[config.mk]
export PLATFORM = sky130hd
export DESIGN_NAME = mem_bus_arbiter_flat
export DESIGN_NICKNAME = d
export VERILOG_FILES = /design/src/rtl/mem_bus_arbiter_pkg.sv /design/src/rtl/mem_bus_arbiter_if.sv /design/src/rtl/mem_bus_arbiter_grant_sel.sv /design/src/rtl/mem_bus_arbiter.sv /design/src/flat_wrapper.sv
export SDC_FILE = /design/constraint.sdc
export NUM_CORES = 1
export LEC_CHECK = 0
export BUFFER_PORTS_ARGS = -buffer_cell sky130_fd_sc_hd__clkbuf_2
export CORE_ASPECT_RATIO = 1.4
export CORE_MARGIN = 5
export CORE_UTILIZATION = 24
export CTS_CLUSTER_DIAMETER = 60
export DETAILED_ROUTE_END_ITERATION = 6
export PLACE_DENSITY = 0.54
export SLEW_MARGIN = 20
export SYNTH_ARGS = -nofsm -noshare
export SYNTH_HDL_FRONTEND = slang
export SYNTH_SLANG_ARGS = --single-unit
[constraint.sdc]
create_clock -name clk -period 1.5 [get_ports clk]
set_input_delay 0.3 -clock clk [delete_from_list [all_inputs] [get_ports clk]]
set_output_delay 0.3 -clock clk [all_outputs]
set_load 0.02 [all_outputs]
[src/rtl/mem_bus_arbiter_pkg.sv]
// mem_bus_arbiter_pkg: shared FSM state, transfer-size and requester-ID encodings
package mem_bus_arbiter_pkg;
  typedef enum logic [2:0] {IDLE, I_ADDR, I_DATA, D_ADDR, D_DATA} arb_state_t;
  localparam logic [1:0] SIZE_BYTE = 2'd0;
  localparam logic [1:0] SIZE_HALF = 2'd1;
  localparam logic [1:0] SIZE_WORD = 2'd2;
  localparam logic ARB_ID_INST = 1'b0;
  localparam logic ARB_ID_DATA = 1'b1;
endpackage

[src/rtl/mem_bus_arbiter_if.sv]
// mem_bus_arbiter_if: requester, stall and downstream bus signals of the arbiter
interface mem_bus_arbiter_if #(
  parameter int ADDR_W = 32,
  parameter int DATA_W = 32
);
  logic              inst_req;
  logic [ADDR_W-1:0] inst_addr;
  logic [DATA_W-1:0] inst_rdata;
  logic              inst_data_ok;
  logic              data_req;
  logic              data_wr;
  logic [1:0]        data_size;
  logic [ADDR_W-1:0] data_addr;
  logic [DATA_W-1:0] data_wdata;
  logic [DATA_W-1:0] data_rdata;
  logic              data_data_ok;
  logic              flush;
  logic              if_stall_o;
  logic              mem_stall_o;
  logic              bus_req;
  logic              bus_wr;
  logic [1:0]        bus_size;
  logic [ADDR_W-1:0] bus_addr;
  logic [DATA_W-1:0] bus_wdata;
  logic              bus_addr_ok;
  logic              bus_data_ok;
  logic [DATA_W-1:0] bus_rdata;
  modport slave (
    input  inst_req, inst_addr, data_req, data_wr, data_size, data_addr, data_wdata, flush,
           bus_addr_ok, bus_data_ok, bus_rdata,
    output inst_rdata, inst_data_ok, data_rdata, data_data_ok, if_stall_o, mem_stall_o,
           bus_req, bus_wr, bus_size, bus_addr, bus_wdata
  );
  modport master (
    output inst_req, inst_addr, data_req, data_wr, data_size, data_addr, data_wdata, flush,
           bus_addr_ok, bus_data_ok, bus_rdata,
    input  inst_rdata, inst_data_ok, data_rdata, data_data_ok, if_stall_o, mem_stall_o,
           bus_req, bus_wr, bus_size, bus_addr, bus_wdata
  );
endinterface

[src/rtl/mem_bus_arbiter_grant_sel.sv]
// arb_grant_sel: picks fetch or data requester; ARB_ROUND_ROBIN_EN alternates on contention
module arb_grant_sel
  import mem_bus_arbiter_pkg::*;
(
  input  logic inst_req_i,
  input  logic data_req_i,
`ifdef ARB_ROUND_ROBIN_EN
  input  logic last_grant_i,
`endif
  output logic grant_o,
  output logic valid_o
);
  assign valid_o = inst_req_i || data_req_i;
`ifdef ARB_ROUND_ROBIN_EN
  assign grant_o = (inst_req_i && data_req_i) ? (last_grant_i == ARB_ID_DATA ? ARB_ID_INST : ARB_ID_DATA)
                 : data_req_i ? ARB_ID_DATA : ARB_ID_INST;
`else
  assign grant_o = data_req_i ? ARB_ID_DATA : ARB_ID_INST;
`endif
endmodule

[src/rtl/mem_bus_arbiter.sv]
// mem_bus_arbiter: one-outstanding IF/MEM bus arbiter; define ARB_ROUND_ROBIN_EN for round-robin grant
module mem_bus_arbiter
  import mem_bus_arbiter_pkg::*;
#(
  parameter int ADDR_W = 32,
  parameter int DATA_W = 32
) (
  input logic              clk,
  input logic              rst,
  mem_bus_arbiter_if.slave m
);
  arb_state_t state_q, state_d;
  logic cancel_q, cancel_d;
  logic wr_q, wr_d;
  logic [1:0] size_q, size_d;
  logic [ADDR_W-1:0] addr_q, addr_d;
  logic [DATA_W-1:0] wdata_q, wdata_d;
  logic gnt, gnt_vld, take, gnt_d, i_fin, d_fin, i_ok;
  assign take  = state_q == IDLE && gnt_vld;
  assign gnt_d = gnt == ARB_ID_DATA;
`ifdef ARB_ROUND_ROBIN_EN
  logic last_grant_q, last_grant_d;
  assign last_grant_d = take ? gnt : last_grant_q;
  always_ff @(posedge clk)
    last_grant_q <= rst ? ARB_ID_INST : last_grant_d;
  arb_grant_sel u_sel (
    .inst_req_i(m.inst_req), .data_req_i(m.data_req), .last_grant_i(last_grant_q),
    .grant_o(gnt), .valid_o(gnt_vld)
  );
`else
  arb_grant_sel u_sel (
    .inst_req_i(m.inst_req), .data_req_i(m.data_req), .grant_o(gnt), .valid_o(gnt_vld)
  );
`endif
  always_comb begin
    state_d = state_q;
    unique case (state_q)
      IDLE:           state_d = !gnt_vld ? IDLE : gnt_d ? D_ADDR : I_ADDR;
      I_ADDR:         state_d = m.bus_addr_ok ? I_DATA : I_ADDR;
      D_ADDR:         state_d = m.bus_addr_ok ? D_DATA : D_ADDR;
      I_DATA, D_DATA: state_d = m.bus_data_ok ? IDLE : state_q;
      default:        state_d = IDLE;
    endcase
  end
  assign i_fin = state_q == I_DATA && m.bus_data_ok;
  assign d_fin = state_q == D_DATA && m.bus_data_ok;
  // a flushed fetch still runs to completion on the bus; only its delivery is dropped
  assign cancel_d = i_fin ? 1'b0 : cancel_q || (m.flush && (state_q == I_ADDR || state_q == I_DATA));
  assign wr_d     = take ? gnt_d && m.data_wr : wr_q;
  assign size_d   = take ? (gnt_d ? m.data_size : SIZE_WORD) : size_q;
  assign addr_d   = take ? (gnt_d ? m.data_addr : m.inst_addr) : addr_q;
  assign wdata_d  = take ? (gnt_d ? m.data_wdata : '0) : wdata_q;
  always_ff @(posedge clk) begin
    if (rst) begin
      state_q  <= IDLE;
      cancel_q <= 1'b0;
      wr_q     <= 1'b0;
      size_q   <= '0;
      addr_q   <= '0;
      wdata_q  <= '0;
    end else begin
      state_q  <= state_d;
      cancel_q <= cancel_d;
      wr_q     <= wr_d;
      size_q   <= size_d;
      addr_q   <= addr_d;
      wdata_q  <= wdata_d;
    end
  end
  assign i_ok           = i_fin && !cancel_q && !m.flush;
  assign m.inst_data_ok = i_ok;
  assign m.data_data_ok = d_fin;
  assign m.inst_rdata   = i_ok ? m.bus_rdata : '0;
  assign m.data_rdata   = d_fin ? m.bus_rdata : '0;
  assign m.if_stall_o   = m.inst_req && !i_ok;
  assign m.mem_stall_o  = m.data_req && !d_fin;
  assign m.bus_req      = state_q == I_ADDR || state_q == D_ADDR;
  assign m.bus_wr       = wr_q;
  assign m.bus_size     = size_q;
  assign m.bus_addr     = addr_q;
  assign m.bus_wdata    = wdata_q;
endmodule

[src/flat_wrapper.sv]
// flat-port wrapper written by rule: the top's interface ports become plain ports
module mem_bus_arbiter_flat import mem_bus_arbiter_pkg::*;
#(
  parameter int ADDR_W = 32,
  parameter int DATA_W = 32
)
  (clk, rst, m_inst_req, m_inst_addr, m_data_req, m_data_wr, m_data_size, m_data_addr, m_data_wdata, m_flush, m_bus_addr_ok, m_bus_data_ok, m_bus_rdata, m_inst_rdata, m_inst_data_ok, m_data_rdata, m_data_data_ok, m_if_stall_o, m_mem_stall_o, m_bus_req, m_bus_wr, m_bus_size, m_bus_addr, m_bus_wdata);
  mem_bus_arbiter_if #(.ADDR_W(ADDR_W), .DATA_W(DATA_W)) m_i ();
  input logic clk;
  input logic rst;
  input wire logic [$bits(m_i.inst_req)-1:0] m_inst_req;
  input wire logic [$bits(m_i.inst_addr)-1:0] m_inst_addr;
  input wire logic [$bits(m_i.data_req)-1:0] m_data_req;
  input wire logic [$bits(m_i.data_wr)-1:0] m_data_wr;
  input wire logic [$bits(m_i.data_size)-1:0] m_data_size;
  input wire logic [$bits(m_i.data_addr)-1:0] m_data_addr;
  input wire logic [$bits(m_i.data_wdata)-1:0] m_data_wdata;
  input wire logic [$bits(m_i.flush)-1:0] m_flush;
  input wire logic [$bits(m_i.bus_addr_ok)-1:0] m_bus_addr_ok;
  input wire logic [$bits(m_i.bus_data_ok)-1:0] m_bus_data_ok;
  input wire logic [$bits(m_i.bus_rdata)-1:0] m_bus_rdata;
  output wire logic [$bits(m_i.inst_rdata)-1:0] m_inst_rdata;
  output wire logic [$bits(m_i.inst_data_ok)-1:0] m_inst_data_ok;
  output wire logic [$bits(m_i.data_rdata)-1:0] m_data_rdata;
  output wire logic [$bits(m_i.data_data_ok)-1:0] m_data_data_ok;
  output wire logic [$bits(m_i.if_stall_o)-1:0] m_if_stall_o;
  output wire logic [$bits(m_i.mem_stall_o)-1:0] m_mem_stall_o;
  output wire logic [$bits(m_i.bus_req)-1:0] m_bus_req;
  output wire logic [$bits(m_i.bus_wr)-1:0] m_bus_wr;
  output wire logic [$bits(m_i.bus_size)-1:0] m_bus_size;
  output wire logic [$bits(m_i.bus_addr)-1:0] m_bus_addr;
  output wire logic [$bits(m_i.bus_wdata)-1:0] m_bus_wdata;
  assign m_i.inst_req = m_inst_req;
  assign m_i.inst_addr = m_inst_addr;
  assign m_i.data_req = m_data_req;
  assign m_i.data_wr = m_data_wr;
  assign m_i.data_size = m_data_size;
  assign m_i.data_addr = m_data_addr;
  assign m_i.data_wdata = m_data_wdata;
  assign m_i.flush = m_flush;
  assign m_i.bus_addr_ok = m_bus_addr_ok;
  assign m_i.bus_data_ok = m_bus_data_ok;
  assign m_i.bus_rdata = m_bus_rdata;
  assign m_inst_rdata = m_i.inst_rdata;
  assign m_inst_data_ok = m_i.inst_data_ok;
  assign m_data_rdata = m_i.data_rdata;
  assign m_data_data_ok = m_i.data_data_ok;
  assign m_if_stall_o = m_i.if_stall_o;
  assign m_mem_stall_o = m_i.mem_stall_o;
  assign m_bus_req = m_i.bus_req;
  assign m_bus_wr = m_i.bus_wr;
  assign m_bus_size = m_i.bus_size;
  assign m_bus_addr = m_i.bus_addr;
  assign m_bus_wdata = m_i.bus_wdata;
  mem_bus_arbiter #(.ADDR_W(ADDR_W), .DATA_W(DATA_W)) u_core (.clk(clk), .rst(rst), .m(m_i));
endmodule
# Word-level counts from Yosys, hierarchy flattened
# Index checks and enable logic that the tools add are counted.
dict set report classes {
  n_mux 12
  eq_ne 5
  reduce_logical 20
}
# operator n
set ops {}
lappend ops {{32-bit two-way mux} 4}
lappend ops {{3-bit one-hot mux with 4 select lines} 1}
lappend ops {{1-bit logical AND} 9}
lappend ops {{3-bit two-way mux} 3}
lappend ops {{3-bit by 2-bit == test with 1-bit output (second input constant)} 2}
lappend ops {{2-bit two-way mux} 3}
lappend ops {{1-bit zero test} 4}
lappend ops {{1-bit logical OR} 4}
lappend ops {{2-bit OR reduction} 2}
lappend ops {{3-bit by 1-bit == test with 1-bit output (second input constant)} 1}
lappend ops {{3-bit == test (second input constant)} 1}
lappend ops {{3-bit zero test} 1}
lappend ops {{2-bit inequality test (second input constant)} 1}
lappend ops {{1-bit two-way mux} 1}
dict set report word_totals {
  word_cells 43
  regBits 71
}

# Depth between registers and ports, before layout
# Gate-level depths: netlist (run 1).
dict set report depth {
  ltp_word 6
  depth_mapped 7
  mapped_depth_nobuf 3
}

# Modules after synthesis
# Synthesis (run 1) repeated with hierarchy kept, for this count alone.
dict set report hier_totals {
  hier_cells 406
  area_unflattened_um2 3639.7
}
# module instances area_each_um2 seq_area_each_um2 cells_per_inst
set modules_own_cells {}
lappend modules_own_cells {mem_bus_arbiter 1 3626.0 1421.4 404}
lappend modules_own_cells {arb_grant_sel 1 13.8 0.0 2}

# Worst setup path after synthesis (run 1)
# OpenSTA, ideal clock, no wires.
dict set report synth_path {
  path_kind {flip-flop to output port}
  startpoint {reg u_core.state_q[2]}
  endpoint {out m_data_rdata[22]}
  path_slack_ns -0.225
  path_stages_with_launch 5
  n_path_buf 1
  arrival_time_ns 1.425
  path_cell_list {dfxtp_1 -> inv_2 -> nor4b_2 -> buf_2 -> and2_1}
}
dict set report synth_between {
  elab_chain_cells 3
}
# element line
set synth_lines {}
lappend synth_lines {{start: declaration} mem_bus_arbiter.sv:12} ;# arb_state_t state_q, state_d;
lappend synth_lines {{start signal: assignment} mem_bus_arbiter.sv:62} ;# state_q <= state_d;
lappend synth_lines {{3-bit == test} mem_bus_arbiter.sv:46} ;# assign d_fin = state_q == D_DATA && m.bus_data_ok;
lappend synth_lines {{1-bit logical AND} mem_bus_arbiter.sv:46}
lappend synth_lines {{via m_data_data_ok} flat_wrapper.sv:25} ;# output wire logic [$bits(m_i.data_data_ok)-1:0] m_data_data_ok;
lappend synth_lines {{32-bit two-way mux} mem_bus_arbiter.sv:74} ;# assign m.data_rdata = d_fin ? m.bus_rdata : '0;
lappend synth_lines {{end: declaration} flat_wrapper.sv:24} ;# output wire logic [$bits(m_i.data_rdata)-1:0] m_data_rdata;
# The timed path passes the listed nets, and every way through them passes these cells.

# Worst setup path in the final report (run 1)
dict set report layout_path {
  startpoint {reg u_core.state_q[2]}
  endpoint {out m_data_rdata[8]}
}
dict set report layout_between {
  elab_chain_cells 3
}
# element line
set layout_lines {}
lappend layout_lines {{3-bit == test} mem_bus_arbiter.sv:46}
lappend layout_lines {{1-bit logical AND} mem_bus_arbiter.sv:46}
lappend layout_lines {{32-bit two-way mux} mem_bus_arbiter.sv:74}
# Every way passes these cells.

==> results of run 1 <==
-- area by class of cell --
| class | count | area [um2] |
|---|---|---|
| fillers | 1213 | 6922 |
| repair buffers | 333 | 2919 |
| multi-input cells | 225 | 2059 |
| flip-flops and latches | 71 | 1425 |
| well taps | 185 | 231.5 |
| clock buffers | 10 | 229.0 |
| clock inverters | 6 | 115.1 |
| inverters | 2 | 10.01 |
-- cells by family (layout without fill, tap and decap cells) --
kind of cell           after synthesis  in the layout  synth area share
AO/OA/AOI/OAI                      107            108            0.2690
AND/OR/NAND/NOR                     84             84            0.1552
flip-flops                          71             71            0.4169
buffers and inverters               38            351           0.06238
multiplexers                        32             32           0.09395
XOR/XNOR                             1              1          0.002569
-- final timing paths --
| kind | to | from | slack, ns | depth (start not counted) |
|---|---|---|---|---|
| min | u_core.m.bus_wdata[23] | m_data_wdata[23] | 0.18 | 2 |
| max | m_data_rdata[8] | u_core.state_q[2] | -0.50 | 7 |
| max reg2reg | u_core.m.bus_wdata[29] | u_core.state_q[2] | -0.18 | 9 |
| min reg2reg | u_core.m.bus_wdata[4] | u_core.m.bus_wdata[4] | 0.47 | 1 |
-- power groups by stage --
stage                     sequential, mW  clock (mW)  combinational [mW]
after floorplan                     2.54           0               0.865
after global placement              2.30           0                1.76
after detailed placement            2.30           0                1.79
after CTS                           2.27        2.56                1.96
after global routing                2.31        2.62                2.53
final                               2.28        2.49                2.38
-- flip-flops by register name, indices dropped and copies added (netlist names) --
| name | flops |
|---|---|
| u_core.m.bus_wdata | 32 |
| u_core.cancel_q | 1 |
| u_core.state_q | 3 |
| u_core.m.bus_wr | 1 |
| u_core.m.bus_addr | 32 |
| u_core.m.bus_size | 2 |
-- stage by stage --
step / hold slack, ns / area (um2) / power [mW]
2_1_floorplan: 0.4327 / 3580 / 3.403
3_3_place_gp: 0.4554 / 5197 / 4.062
3_5_place_dp: 0.4577 / 5197 / 4.093
4_1_cts: 0.1663 / 6309 / 6.787
5_1_grt: 0.1824 / 6989 / 7.459
6_report: 0.1845 / 6989 / 7.146
-- routing by layer --
metal / GRT usage / routed length, um / vias to the layer above
li1: - / - / 1837
met1: 0.1800 / 6178 / 1738
met2: 0.3104 / 8575 / 215
met3: 0.05196 / 1251 / 17
met4: 0.05422 / 206 / 0
met5: 0 / 0 / -
-- cells in the mapped netlist --
cell and count:
a211oi_1 3, nand2_1 2, and3_1 1, buf_1 1, nor4b_2 1, nor4b_1 1
and2_4 1, buf_6 6, xor2_1 1, inv_2 1, buf_2 20, nor2b_1 4
a31oi_1 2, and2_1 64, a22o_1 34, a211oi_2 30, nor4_1 1, nand3b_1 1
a21oi_4 1, a21oi_1 35, dfxtp_1 71, clkbuf_1 9, nor3_1 3, or2_0 1
mux2i_1 32, a211o_1 1, a311oi_1 1, and3b_1 1, inv_1 1, nor2_1 2
or2_1 1
-- repair_timing --
item                       4_1_cts  5_1_grt
setup endpoints to repair      136      137
cloned                           4       14
resized for setup              147      128
setup buffers                    7        9
pin swaps                       17       56
-- worst reg2reg max path: stages, from the launching register on --
cell	delay, ns
dfxtp_2	0.33
buf_6	0.12
buf_6	0.10
buf_6	0.11
nor3_4	0.15
buf_6	0.15
and3b_2	0.23
buf_6	0.14
clkbuf_16	0.15
a22o_1	0.13
==> metrics, run 1 <==
RSZ-0062 raised after global routing yes; I/O Pins 274; antenna cell count 0; TritonRoute pass-1 iters 4; internal power 4.925 mW; min-delay worst type in -> reg; Least-Margin Pin Slew 0.3542 ns; Rel. slew slack 0.7639; critical path class reg -> out; Row Count 51; Final Max Tran Viols 0; Setup violations, final 136; antenna violations before repair 0; #FFs+latches synth 71; largest net degree at the start of global routing 35; initial drt markers 111; Synth cell types 31; via count 3,807; Buffers on Ports 273; cell mode on critical path buf_6; clock tree buffer depth 2; Detail Route Antenna Nets 0; max incr delay on CP 0.34 ns; CP endpoint kind primary output; setup total negative slack -39.73 ns; Non-Filler Instances 832; most frequent cells in the layout clkbuf_2 (205), dfxtp_1 (68), and2_4 (63); Synth-to-Final Area Change 105.0%; DRC viols 0; critical path's top delay family buffers and inverters; Placed Cells 782; worst path bufs/invs 5; H-tree lvl count 3; Combinational Power Share 0.333; DRT Wirelength 16,210 um; global placement routability congestion 0.9450; share of layout cells above drive strength 1 0.7202; Initial Util 0.2451; DR vias/cell 4.576; WP data required 1.20 ns; grt ovf 0; die footprint 16,720 um2; global-route wire length before repair 22,020 um; Core Util, Final 0.5024; Final WS setup -0.5047 ns; post-synth top area cell dfxtp_1; Synth top area share 0.4169; CTS Hold Bufs 0; final hold violations 0; sequential power share 0.319; Synth Cell Area 3410 um2; clock network power share 0.349; top cells by area, synth dfxtp_1 (42%), and2_1 (12%), a211oi_2 (11%), mux2i_1 (9.4%), a22o_1 (8.7%); Root Buffer clkbuf_16; Net Count, Synth 471; Total Routing Usage GR 0.1669; outcome finished with violations; Core ar. 13,910 um2; clock sink count 71; Avg Cell Area, Syn 10.24 um2; startpoint types flop; post-DP HPWL 10,330 um; commonest non-fill, non-tap cell in the layout clkbuf_2; Switch Pwr 2.221 mW; Ys Warns 0; Leak 3.349 nW; max cap viols 0; CTS tree done; Pwr Density 1022 nW/um2; Max Fclk 498.8 MHz; clk_skew 0.006857 ns; Sw Ratio 0.3108; die width 110.7 um; Clock transition at path regs 0.06 ns; crit path DAT 1.70 ns; Setup WS pre-CTS -0.2621 ns; vias in the first global route 4,032; CP max FO 8; worst vdd ir 0.0005745 V; register area share after synthesis 0.4169; final net count 780; clk_lat worst skew 0.33 ns; slowest cell on the critical path dfxtp_2; period utilization 1.336; cells along the critical path buf_6 -> inv_4 -> nor4b_4 -> buf_6 -> buf_6 -> and2_2 -> clkbuf_8; minimum clock period 2.005 ns; die height 151.0 um; failing checks setup timing; Mapped Cells 333; WL per Instance 19.48 um; CTS Buf Count 9
No activity file was read; power rests on OpenSTA's default activity.
==> inputs of run 2 (changes only) <==
--- a/config.mk
+++ b/config.mk
@@ -7,7 +7,7 @@
 export LEC_CHECK = 0
 export BUFFER_PORTS_ARGS = -buffer_cell sky130_fd_sc_hd__clkbuf_2
 export CORE_ASPECT_RATIO = 1.4
-export CORE_MARGIN = 5
+export CORE_MARGIN = 2
 export CORE_UTILIZATION = 24
 export CTS_CLUSTER_DIAMETER = 60
 export DETAILED_ROUTE_END_ITERATION = 6
==> run 2 against run 1 <==
  * The flow still finishes with violations (setup timing)
  * Sequential cell count is the same
  * First-iteration DRC count fell by 2.7%
  * Register-to-register slack better by 0.05 ns
  * Count of clock-buffer cells in the layout stayed put
  * Hold slack worse by 0.0030 ns
  * Setup slack improved by 0.0040 ns
  * Critical path depth shrank 2
  * Via count is 2.2% lower
  * Critical path type unchanged
  * Critical endpoint is now m_inst_rdata[12]
  * Largest power group unchanged
==> metrics, run 2 (synthesis gave the netlist of run 1 again) <==
share of layout cells above drive strength 1 0.6874 (-0.03285); max cap viols 0 (unchanged); vias in the first global route 3,872 (-4.0%); antenna cell count 0 (unchanged); min-delay worst type in -> reg; CTS tree done; Clock transition at path regs 0.06 ns (about the same); Multi-input gate area 1954 um2 (-5.1%); final hold slack 0.1815 ns (-0.003044 ns); DRT Wirelength 13,730 um (-15%); WL per Instance 16.91 um (-13%); I/O Pins 274 (unchanged); Post-DP Area 5225 um2 (+0.53%); Non-Filler Instances 812 (-2.4%); via count 3,722 (-2.2%); failing checks setup timing; clk_skew 0.008157 ns (+0.001301 ns); Rel. slew slack 0.7918 (+0.02793); DR vias/cell 4.584 (+0.18%); Post-Layout Inst Area 6416 um2 (-8.2%); Final Max Tran Viols 0 (unchanged); Detail Route Antenna Nets 0 (unchanged); critical path class reg -> out; Pwr Density 1018 nW/um2 (-0.47%); Core Util, Final 0.4612 (-0.04119); final net count 760 (-2.6%); commonest non-fill, non-tap cell in the layout clkbuf_2; most frequent cells in the layout clkbuf_2 (204), dfxtp_1 (69), and2_4 (56); worst vdd ir 0.0006044 V (+5.2%); clock sink count 71 (unchanged); CP endpoint kind primary output; Total Routing Usage GR 0.1708 (+0.003855); initial drt markers 108 (-2.7%); total power 6.529 mW (-8.6%); Synth-to-Final Area Change 88.18%; RSZ-0062 raised after global routing yes; clk_lat worst skew 0.33 ns (about the same); minimum clock period 2.001 ns (-0.003968 ns); final hold violations 0 (unchanged); Setup violations, final 135 (-0.74%); DRC viols 0 (unchanged); Max Fclk 499.8 MHz (+0.20%); die width 104.7 um (-5.4%); Final WS setup -0.5007 ns (+0.003968 ns); Buffers on Ports 273 (unchanged); post-DP HPWL 10,070 um (-2.6%); H-tree lvl count 3 (unchanged); CTS Buf Count 9 (unchanged); register area 1426 um2 (about the same); Row Count 51 (unchanged); global-route wire length before repair 20,460 um (-7.1%); crit path DAT 1.70 ns (about the same); Least-Margin Pin Slew 0.3080 ns (-0.04623 ns); largest net degree at the start of global routing 35 (unchanged); period utilization 1.334 (-0.002645); Core ar. 13,910 um2 (unchanged); Initial Util 0.2451 (unchanged); grt ovf 0 (unchanged); TritonRoute pass-1 iters 4 (unchanged); die footprint 15,190 um2 (-9.2%); Leak 3.111 nW (-7.1%); outcome finished with violations; Fill cells 1,297 (+6.9%); Root Buffer clkbuf_16; WP data required 1.20 ns (about the same); antenna violations before repair 0 (unchanged); Placed Cells 784 (+0.26%); clock tree buffer depth 2 (unchanged); CP max FO 14 (+6); global placement routability congestion 0.7712 (-18%); die height 145.0 um (-4.0%); startpoint types flop
## run 2: changes by cell type in the layout (fill, tap and decap cells not counted), sizes merged
| cell | previous run | this run |
|---|---|---|
| clkbuf | 233 | 222 |
| buf | 110 | 102 |
| a21oi | 37 | 36 |
| bufinv | 3 | 2 |
| clkinvlp | 1 | 2 |
## run 2: cell type report
cell class / count / area share
tap: 185 / 0.03608
timing repair buffer: 314 / 0.3857
sequential: 71 / 0.2223
inverter: 2 / 0.001170
multi-input combinational: 224 / 0.3046
clock buffer: 10 / 0.03569
clock inverter: 6 / 0.01443
## run 2: routing by layer
layer	global-route usage	vias to the layer above	wire, um
met1	0.1920	1724	5496
met4	0.05067	0	153
li1	-	1776	-
met2	0.3006	213	6777
met3	0.06020	9	1306
met5	0	-	0
## run 2: repair_timing
item / in CTS / in global routing
hold buffers: 0 / 0
endpoints found under the hold margin: 0 / 0
cloned: 3 / 1
buffers inserted: 9 / 0
setup endpoints to repair: 136 / 137
pin swaps: 10 / 14
gates resized for setup: 130 / 102
## run 2: worst max-delay path, cell delays in order (launching register included)
cell and delay (ns):
dfxtp_2 0.34, nor4_2 0.26, and3_4 0.32, buf_8 0.17, and2_4 0.15, clkbuf_8 0.14
## run 2: per-stage QoR
stage	worst slack, ns	TNS, ns
2_1_floorplan	-0.02154	-0.2877
3_3_place_gp	-0.3368	-16.69
3_5_place_dp	-0.3591	-17.59
4_1_cts	-0.4863	-35.94
5_1_grt	-0.5697	-45.08
6_report	-0.5007	-34.11
## run 2: where the power goes
part	internal, mW	switching, mW
Combinational	0.875	1.07
Sequential	2.12	0.143
Clock	1.47	0.852
Total	4.46	2.06
## run 2: worst paths after layout
check	startpoint	cells past startpoint	slack, ns	endpoint
hold / removal	m_data_wdata[24]	2	0.18	u_core.m.bus_wdata[24]
setup / recovery	u_core.state_q[2]	5	-0.50	m_inst_rdata[12]
setup reg to reg	u_core.state_q[2]	6	-0.13	u_core.m.bus_wdata[16]
hold reg to reg	u_core.m.bus_wdata[8]	1	0.47	u_core.m.bus_wdata[8]
==> inputs of run 3 (changes only) <==
--- a/config.mk
+++ b/config.mk
@@ -11,8 +11,9 @@
 export CORE_UTILIZATION = 24
 export CTS_CLUSTER_DIAMETER = 60
 export DETAILED_ROUTE_END_ITERATION = 6
-export PLACE_DENSITY = 0.54
+export PLACE_DENSITY = 0.51
 export SLEW_MARGIN = 20
 export SYNTH_ARGS = -nofsm -noshare
 export SYNTH_HDL_FRONTEND = slang
+export SYNTH_HIERARCHICAL = 1
 export SYNTH_SLANG_ARGS = --single-unit
==> constraint.sdc (replaced) <==
create_clock -name clk -period 1.86 [get_ports clk]
set_input_delay 0.372 -clock clk [delete_from_list [all_inputs] [get_ports clk]]
set_output_delay 0.372 -clock clk [all_outputs]
set_load 0.02 [all_outputs]
==> run 3 against run 2 <==
  * The flow still finishes with violations (setup timing)
  * Via count is 2.6% higher
  * Clock power down 29%
  * Utilization fell by 5.1 points
  * Non-clock buffer count shrank 26
  * Sequential power down 19%
  * Die area grew 6.5%
  * Setup slack improved by 0.35 ns
  * Hold slack better by 0.11 ns
  * Largest cell class unchanged
==> metrics, run 3 <==
Max Fclk 497.1 MHz; Switch Pwr 1.720 mW (-17%); cells along the critical path nor4_2 -> and3_4 -> buf_12 -> and2_1 -> clkbuf_8; Synth cell types 31 (unchanged); CP max FO 17 (+3); DR vias/cell 4.440 (-3.1%); crit path DAT 1.64 ns (-0.06 ns); min-delay worst type in -> reg; Post-synth top flop dfxtp_1; failing checks setup timing; Rel. slew slack 0.7213 (-0.07047); reg2reg end u_core/m.bus_wdata[8]; minimum clock period 2.012 ns; WP data required 1.49 ns (+0.29 ns); outcome finished with violations; grt ovf 0 (unchanged); clock tree buffer depth 2 (unchanged); #FFs+latches synth 71 (unchanged); Buffers on Ports 273 (unchanged); Ys Warns 6 (+6); worst vdd ir 0.0003677 V (-39%); mux contribution to synthesized area 0.08800 (-0.005942); Synth Area in Adders 0 (unchanged); max cap viols 0 (unchanged); Synth Cell Area 3640 um2 (+6.8%); Combinational Power Share 0.301 (+0.003); Worst setup startpoint u_core/state_q[2]; reg2reg start u_core/state_q[0]; register area share after synthesis 0.3905 (-0.02637); CTS Buf Count 9 (unchanged); FFs w/ async S/R, synth 0 (unchanged); instance count on the critical path 5 (unchanged); total power 4.964 mW (-24%); global placement routability congestion 0.7439 (-3.5%); Mapped Cells 406 (+22%); most frequent cells after synthesis dfxtp_1 (71), and2_1 (64), a21oi_1 (37); clock network power share 0.333 (-0.022); Leak 2.888 nW (-7.2%); largest net degree at the start of global routing 70 (+100%); CP endpoint kind primary output; die width 108.1 um (+3.2%); clk_lat worst skew 0.34 ns (about the same); Setup violations, final 67 (-50%); Core ar. 14,920 um2 (+7.3%); register area 1425 um2 (about the same); Detail Route Antenna Nets 0 (unchanged); final net count 801 (+5.4%); CTS tree done; Least-Margin Pin Slew 0.4180 ns (+0.1100 ns); antenna cell count 0 (unchanged); slowest cell on the critical path dfxtp_2; max incr delay on CP 0.33 ns (about the same); Sw Ratio 0.3465 (+0.03038); RSZ-0062 raised after global routing yes; Multi-input gate area 1994 um2 (+2.0%); Avg Cell Area, Syn 8.965 um2 (-12%); Post-synth EDFFs 0 (unchanged); via count 3,818 (+2.6%); Final Max Tran Viols 0 (unchanged); period utilization 1.082; DRC viols 0 (unchanged); Final WS setup -0.1519 ns (+0.3489 ns); critical path's top delay family simple AND/OR/NAND/NOR gates; post-DP HPWL 8888 um (-12%); vias in the first global route 3,843 (-0.75%); Row Count 53 (+3.9%); compound-cell area share of the yosys netlist 0.1664 (-0.1026); Clock transition at path regs 0.07 ns (about the same); Total Routing Usage GR 0.1434 (-0.02735); Synth-to-Final Area Change 68.17%; TritonRoute pass-1 iters 4 (unchanged); worst-case reg-to-reg path depth 5 (-1); DRT Wirelength 12,540 um (-8.7%); commonest non-fill, non-tap cell in the layout clkbuf_2; clock sink count 71 (unchanged); r2r setup slk 0.17 ns (+0.30 ns); H-tree lvl count 3 (unchanged); Synth Area in XOR/XNOR 0.002406 (-0.0001625); internal power 3.244 mW (-27%); sequential power share 0.366 (+0.019); largest family of logic cells by synthesized area simple AND/OR/NAND/NOR gates; final hold violations 0 (unchanged); Initial Util 0.2439 (-0.001157); critical path class reg -> out; most frequent cells in the layout clkbuf_2 (204), dfxtp_1 (68), clkbuf_8 (47); global-route wire length before repair 18,460 um (-9.8%); Fill cells 1,488 (+15%); I/O Pins 274 (unchanged); Root Buffer clkbuf_16; top cells by area, synth dfxtp_1 (39%), a211oi_2 (11%), and2_1 (11%), mux2i_1 (8.8%), a21oi_1 (5.1%); crit path capture m_inst_rdata[1]; simple-gate portion of the synthesized area 0.2726 (+0.1174); count leader, synth dfxtp_1; WL per Instance 14.58 um (-14%); initial drt markers 166 (+54%); die footprint 16,180 um2 (+6.5%); share of layout cells above drive strength 1 0.5464 (-0.1410); die height 149.7 um (+3.2%); clk_skew 0.009793 ns (+0.001636 ns); worst path bufs/invs 2 (unchanged); Pwr Density 811.1 nW/um2 (-20%); final hold slack 0.2905 ns (+0.1091 ns); Net Count, Synth 544 (+15%); antenna violations before repair 0 (unchanged); Synth top area share 0.3905 (-0.02637); startpoint types flop; post-synth top area cell dfxtp_1
run 3: cell count changes after synthesis, sizes merged, moves of 3 or more:
cell	change
nor3b	+3
clkbuf	+5
nand2	+33
nand3	+34
a22o	-34
nor2	+32
run 3: power by group through the flow:
stage / logic [mW] / clock network (mW) / registers (mW)
finish: 1.50 / 1.65 / 1.82
global route: 1.63 / 1.78 / 1.84
CTS: 1.49 / 1.71 / 1.82
detailed placement: 1.45 / 0 / 1.85
global placement: 1.42 / 0 / 1.84
floorplan: 0.805 / 0 / 2.04
run 3: worst reg2reg max path, cell delays in order (launching register included):
cell	delay [ns]
dfxtp_2	0.34
buf_4	0.17
nor4b_4	0.43
buf_12	0.30
nand3_1	0.18
a21oi_1	0.20
run 3: kinds of logic after synthesis:
logic type,after synthesis
AOI/OAI and AO/OA,72
xor gates and xnor gates,1
buffers and inverters,44
DFF,71
muxes,32
and+or+nand+nor,186
run 3: cell type report:
type | instances | area share
Clock inverter | 7 | 0.01002
Tap cell | 192 | 0.03925
Multi-Input combinational cell | 291 | 0.3258
Clock buffer | 9 | 0.03679
Sequential cell | 71 | 0.2328
Inverter | 2 | 0.001226
Timing Repair Buffer | 288 | 0.3540
run 3: layer usage:
metal | global-route usage | routed length, um | up-vias
met4 | 0.07756 | 412 | 0
met1 | 0.1689 | 5045 | 1753
met2 | 0.2393 | 6336 | 145
li1 | - | - | 1890
met3 | 0.03310 | 744 | 30
met5 | 0 | 0 | -
run 3: repair_timing:
action | CTS | global route
pin swaps | 0 | 6
buffers inserted | 0 | 0
gates resized for setup | 131 | 41
gates cloned | 0 | 2
setup endpoints to repair | 68 | 68
hold buffers | 0 | 0
run 3: metrics by stage:
step,utilization,area [um2],setup WS (ns),TNS (ns),std cells
after CTS,0.4023,6003,-0.1348,-7.178,858
after detailed placement,0.3456,5156,0.09471,0,842
after floorplan,-,3640,0.09257,0,406
final,0.4102,6121,-0.1519,-7.347,860
after global routing,0.4102,6121,-0.2499,-12.73,860
after global placement,0.3456,5156,0.1339,0,842
run 3: how the worst min path moves through the flow:
stage	depth (start not counted)	startpoint	to	slack, ns
global route	3	m_data_wdata[21]	u_core/m.bus_wdata[21]	0.28
global placement	2	u_core/m.bus_wdata[29]	u_core/m.bus_wdata[29]	0.44
floorplan	2	u_core/state_q[2]	u_core/state_q[0]	0.51
finish	3	m_data_wdata[15]	u_core/m.bus_wdata[15]	0.29
CTS	3	m_data_wdata[15]	u_core/m.bus_wdata[15]	0.28
detailed placement	2	u_core/m.bus_wdata[26]	u_core/m.bus_wdata[26]	0.45
